### config.mk
export PLATFORM = sky130hd
export DESIGN_NAME = iic_slave_rx
export DESIGN_NICKNAME = d
export VERILOG_FILES = /design/src/rtl/iic_slave_rx.sv
export SDC_FILE = /design/constraint.sdc
export NUM_CORES = 1
export LEC_CHECK = 0
export CORE_MARGIN = 3
export CORE_UTILIZATION = 35
export CTS_CLUSTER_DIAMETER = 200
export DETAILED_ROUTE_END_ITERATION = 10
export PLACE_DENSITY = 0.65
export SYNTH_ARGS = -nofsm -noshare
export SYNTH_HDL_FRONTEND = slang
export SYNTH_SLANG_ARGS = --single-unit
### constraint.sdc
create_clock -name clk -period 2.3 [get_ports clk]
set_clock_uncertainty 0.05 [all_clocks]
set_input_delay 0.46 -clock clk [delete_from_list [all_inputs] [get_ports clk]]
set_output_delay 0.46 -clock clk [all_outputs]
set_load 0.05 [all_outputs]
### src/rtl/iic_slave_rx.sv
// I2C write-only responder: oversampled START/STOP detection, 7-bit address match,
// bus ACK and valid/ready byte stream. Optional majority filter: IIC_RX_GLITCH_FILTER_EN.
module iic_slave_rx #(
  parameter logic [6:0] SLAVE_ADDR  = 7'h50,
  parameter int         SYNC_STAGES = 2
) (
  input  logic       clk,
  input  logic       resetn,
  input  logic       SCL,
  input  logic       SDA,
  output logic       sda_oe,
  output logic       m_tvalid,
  output logic [7:0] m_tdata,
  input  logic       m_tready,
  output logic       busy,
  output logic       stop_det,
  output logic       overrun
);

  localparam logic [2:0] ST_IDLE     = 3'd0;
  localparam logic [2:0] ST_ADDR     = 3'd1;
  localparam logic [2:0] ST_ADDR_ACK = 3'd2;
  localparam logic [2:0] ST_DATA     = 3'd3;
  localparam logic [2:0] ST_DATA_ACK = 3'd4;
  localparam logic [2:0] ST_IGNORE   = 3'd5;

  // Idle bus is high, so synchronisers reset to 1 to avoid a false edge after reset
  logic [SYNC_STAGES-1:0] scl_sync, sda_sync;
  always_ff @(posedge clk or negedge resetn) begin
    if (!resetn) begin
      scl_sync <= '1;
      sda_sync <= '1;
    end else begin
      scl_sync <= {scl_sync[SYNC_STAGES-2:0], SCL};
      sda_sync <= {sda_sync[SYNC_STAGES-2:0], SDA};
    end
  end

  logic scl_s, sda_s;
`ifdef IIC_RX_GLITCH_FILTER_EN
  function automatic logic maj3(input logic [2:0] v);
    return (v[0] & v[1]) | (v[0] & v[2]) | (v[1] & v[2]);
  endfunction

  logic [2:0] scl_hist, sda_hist;
  always_ff @(posedge clk or negedge resetn) begin
    if (!resetn) begin
      scl_hist <= '1;
      sda_hist <= '1;
      scl_s    <= 1'b1;
      sda_s    <= 1'b1;
    end else begin
      scl_hist <= {scl_hist[1:0], scl_sync[SYNC_STAGES-1]};
      sda_hist <= {sda_hist[1:0], sda_sync[SYNC_STAGES-1]};
      scl_s    <= maj3(scl_hist);
      sda_s    <= maj3(sda_hist);
    end
  end
`else
  assign scl_s = scl_sync[SYNC_STAGES-1];
  assign sda_s = sda_sync[SYNC_STAGES-1];
`endif

  logic scl_d, sda_d;
  always_ff @(posedge clk or negedge resetn) begin
    if (!resetn) begin
      scl_d <= 1'b1;
      sda_d <= 1'b1;
    end else begin
      scl_d <= scl_s;
      sda_d <= sda_s;
    end
  end

  logic scl_rise, scl_fall, sda_rise, sda_fall, start_c, stop_c;
  assign scl_rise = scl_s & ~scl_d;
  assign scl_fall = ~scl_s & scl_d;
  assign sda_rise = sda_s & ~sda_d;
  assign sda_fall = ~sda_s & sda_d;
  assign start_c  = sda_fall & scl_s;
  assign stop_c   = sda_rise & scl_s;

  logic [2:0] state;
  logic [3:0] bit_cnt;   // counts to 8 so the 9th-clock fall can be told apart
  logic [7:0] shift;
  logic       byte_done, addr_hit, sampling;

  assign byte_done = (bit_cnt == 4'd8);
  assign addr_hit  = (shift[7:1] == SLAVE_ADDR) && !shift[0];
  assign sampling  = ((state == ST_ADDR) || (state == ST_DATA)) && !byte_done;

  always_ff @(posedge clk or negedge resetn) begin
    if (!resetn) begin
      state    <= ST_IDLE;
      bit_cnt  <= '0;
      shift    <= '0;
      sda_oe   <= 1'b0;
      m_tvalid <= 1'b0;
      m_tdata  <= '0;
      busy     <= 1'b0;
      stop_det <= 1'b0;
      overrun  <= 1'b0;
    end else begin
      stop_det <= 1'b0;
      // Load below may re-assert valid in the same cycle for back-to-back bytes
      if (m_tvalid && m_tready) m_tvalid <= 1'b0;

      if (start_c) begin
        state   <= ST_ADDR;
        busy    <= 1'b1;
        overrun <= 1'b0;
        bit_cnt <= '0;
        sda_oe  <= 1'b0;
      end else if (stop_c) begin
        state    <= ST_IDLE;
        busy     <= 1'b0;
        stop_det <= 1'b1;
        sda_oe   <= 1'b0;
        bit_cnt  <= '0;
      end else begin
        if (scl_rise && sampling) begin
          shift   <= {shift[6:0], sda_s};
          bit_cnt <= bit_cnt + 4'd1;
        end
        case (state)
          ST_ADDR: begin
            if (scl_fall && byte_done) begin
              if (addr_hit) begin
                sda_oe <= 1'b1;
                state  <= ST_ADDR_ACK;
              end else begin
                state  <= ST_IGNORE;
              end
            end
          end
          ST_ADDR_ACK, ST_DATA_ACK: begin
            if (scl_fall) begin
              sda_oe  <= 1'b0;
              bit_cnt <= '0;
              state   <= ST_DATA;
            end
          end
          ST_DATA: begin
            if (scl_fall && byte_done) begin
              if (!m_tvalid || m_tready) begin
                m_tdata  <= shift;
                m_tvalid <= 1'b1;
                sda_oe   <= 1'b1;
              end else begin
                sda_oe   <= 1'b0;
                overrun  <= 1'b1;
              end
              state <= ST_DATA_ACK;
            end
          end
          default: ;
        endcase
      end
    end
  end

endmodule
==> results.sh <==
export IMPL_synth_nets=120
export IMPL_ios=18
export IMPL_synth_top_area_cell="dfrtp_1"
export IMPL_yosys_area_share_simple_pct=15.3
export IMPL_worstHoldPathType="register to register"
export IMPL_layout_nets=146
export IMPL_holdBufCountCts=0
export IMPL_grt_total_usage_pct=11.4
export IMPL_synth_top_cell_area_share_pct=48.7
export IMPL_r2r_start="bit_cnt[0]"
export IMPL_route_detailed_drc=0
export IMPL_status="complete, no violations"
export IMPL_clockBufferDepth=2
export IMPL_cts_htree_levels=2
export IMPL_cts_buffers=5
export IMPL_area_delta_synth_final_pct=22.8
export IMPL_p_comb_share_pct=13.5
export IMPL_worstPathMaxFanout=8
export IMPL_hpwl_microns=1880
export IMPL_synth_area_leaders="dfrtp_1, mux2_2, dfstp_2, nand2_1, a21oi_1"
export IMPL_synthMuxAreaShare_pct=13.2
export IMPL_ys_seq_elements=34
export IMPL_wl_microns=2540
export IMPL_critical_path_required_ns=2.41
export IMPL_drive_gt1_share_pct=25.7
export IMPL_place_ws_ns=0.236
export IMPL_seqPwrFrac_pct=56.7
export IMPL_r2r_end="shift[6]"
export IMPL_first_iter_violations=57
export IMPL_grt_pass1_vias=984
export IMPL_clk_latency_ns=0.28
export IMPL_post_cts_resized=0
export IMPL_slew_headroom_pct=66.6
export IMPL_antenna_found_initial=0
export IMPL_first_pass_iters=4
export IMPL_synthTopCellsByCount="dfrtp_1, mux2_2, nand2_1, dfstp_2"
export IMPL_fin_ws_ns=0.271
export IMPL_sw_frac_of_total_pct=26.7
export IMPL_grt_pass1_wl_microns=4500
export IMPL_worstHoldEndpoint="scl_sync[1]"
export IMPL_netlist_area_sq_mm=0.00144
export IMPL_rows=22
export IMPL_die_x_microns=70.1
export IMPL_core_area_sq_mm=0.00380
export IMPL_ys_flop_type="dfrtp_1"
export IMPL_cp_end_kind="register"
export IMPL_setup_tns_final_ns=0
export IMPL_fin_crit_ns=2.03
export IMPL_grt_max_degree=35
export IMPL_hold_viol=0
export IMPL_reg2regPathDepth=6
export IMPL_finalCritPeriodShare_pct=88.2
export IMPL_p_clk_share_pct=29.9
export IMPL_min_delay_start="scl_sync[0]"
export IMPL_start_util_pct=37.9
export IMPL_arrival_ns=2.14
export IMPL_post_cts_setup_buffers=0
export IMPL_n_antenna_cell=0
export IMPL_synth_edf_count=0
export IMPL_cts_root_buf="clkbuf_8"
export IMPL_synthXorXnorAreaFrac_pct=1.82
export IMPL_syn_avg_cell_area_sq_um=12.7
export IMPL_setup_viol=0
export IMPL_crit_type="register to register"
export IMPL_worst_pin_slew_ns=0.500
export IMPL_viasPerCell=4.93
export IMPL_yosys_cell_count_top_type="dfrtp_1"
export IMPL_ant_nets=0
export IMPL_dr_total_vias=927
export IMPL_reg2reg_slack_ns=0.27
export IMPL_die_h_microns=70.1
export IMPL_ir_worst_vdd_mv=0.412
export IMPL_leakage_uw=0.000755
export IMPL_synth_compound_area_share_pct=7.30
export IMPL_dieArea_sq_mm=0.00492
export IMPL_synth_adder_area_share_pct=1.74
export IMPL_wire_per_inst_microns=13.5
export IMPL_worstHoldPathCells=0
export IMPL_yosys_cell_types_count=33
export IMPL_portBuffers=17
export IMPL_ys_async_sr_fraction_pct=100
export IMPL_synth_top_family_by_area="simple AND/OR/NAND/NOR gates"
export IMPL_grt_overflow=0
export IMPL_clk_pin_slew_worst_paths_ns=0.06
export IMPL_maxCapViolCount=0
export IMPL_power_density_mw_per_mm2=777
export IMPL_rsz0062_at_grt="false"
export IMPL_globalplace_congestion=0.863
export IMPL_clock_fmax_ghz=0.493
export IMPL_clkSinkCount=34
export IMPL_critPathLaunchType="register"
export IMPL_finalMaxSlewViolations=0
export IMPL_ys_warnings_count=0
export IMPL_seq_area_frac_synth_pct=59.6
export IMPL_intPower_uw=1010
export IMPL_cts_tree="built"
export IMPL_postSynthCellCount=113
export IMPL_power_switching_uw=367
stage by stage:
| step | total power (uW) | hold slack [ns] | std cells | area [sq um] | utilization (%) |
|---|---|---|---|---|---|
| detailed placement | 979 | 0.297 | 180 | 1690 | 44.4 |
| finish | 1370 | 0.306 | 188 | 1770 | 46.6 |
| CTS | 1400 | 0.306 | 188 | 1770 | 46.6 |
| global placement | 966 | 0.296 | 180 | 1690 | 44.4 |
| floorplan | 902 | 0.114 | 113 | 1440 | - |
| global route | 1470 | 0.308 | 188 | 1770 | 46.6 |
power groups by stage:
| stage | Sequential, uW | Clock, uW | Combinational, uW |
|---|---|---|---|
| finish | 779 | 411 | 185 |
| floorplan | 772 | 0 | 129 |
| global placement | 785 | 0 | 181 |
| detailed placement | 790 | 0 | 189 |
| CTS | 780 | 429 | 189 |
| global route | 797 | 464 | 210 |
placed cells by master (no fill, tap or decap), types with 2 or more instances in the layout:
| cell type | n |
|---|---|
| a21oi_1 | 5 |
| buf_4 | 2 |
| clkbuf_1 | 2 |
| clkbuf_8 | 5 |
| clkdlybuf4s50_1 | 17 |
| dfrtp_1 | 28 |
| dfstp_2 | 6 |
| ha_1 | 2 |
| inv_1 | 4 |
| mux2_2 | 16 |
| nand2_1 | 9 |
| nand2b_1 | 3 |
| nor2_1 | 5 |
| nor2b_1 | 3 |
| nor3_1 | 3 |
| o211ai_1 | 2 |
| o21a_1 | 2 |
| o21ai_0 | 3 |
| or3_1 | 3 |
| xnor2_1 | 2 |
metal layers:
layer	share of wire (%)	wire (microns)	track usage [%]	vias up
met5	0	0	0	-
met4	0.28	7	3.83	0
met3	5.6	141	4.75	2
met2	48	1220	17.1	25
met1	46	1170	14.9	452
li1	-	-	-	448
cells by family after synthesis:
logic type	count (synthesis)
and+or+nand+nor	37
DFF	34
muxes	17
AOI/OAI and AO/OA	16
buffers and inverters	4
xor gates and xnor gates	3
adders and majority gates	2
registers in the layout, indices dropped and copies added (netlist names):
name,count
overrun,1
scl_d,1
bit_cnt,4
m_tvalid,1
shift,8
m_tdata,8
sda_sync,2
sda_d,1
scl_sync,2
stop_det,1
busy,1
state,3
sda_oe,1
area by class of cell:
class | instances | area, sq um
multi-input cells | 75 | 567
well taps | 48 | 60.1
flip-flops and latches | 34 | 858
clock inverters | 1 | 7.51
clock buffers | 7 | 76.3
repair buffers | 19 | 185
inverters | 4 | 15.0
fillers | 336 | 2030
worst max path at each step:
stage | start | endpoint | slack, ns | depth (start not counted)
after floorplan | bit_cnt[0] | shift[0] | 0.49 | 6
after global placement | bit_cnt[0] | shift[6] | 0.35 | 6
after detailed placement | bit_cnt[0] | shift[2] | 0.24 | 6
after CTS | bit_cnt[0] | shift[6] | 0.25 | 6
after global routing | bit_cnt[0] | shift[1] | 0.13 | 6
final | bit_cnt[0] | shift[6] | 0.27 | 6
critical path, stage by stage, from the launching register on:
cell and delay, ns:
dfrtp_1 0.40, inv_1 0.06, ha_1 0.19, nand3b_1 0.22, nand4b_1 0.23, nor2_2 0.37
mux2_2 0.39
No activity file was read; power rests on OpenSTA's default activity.
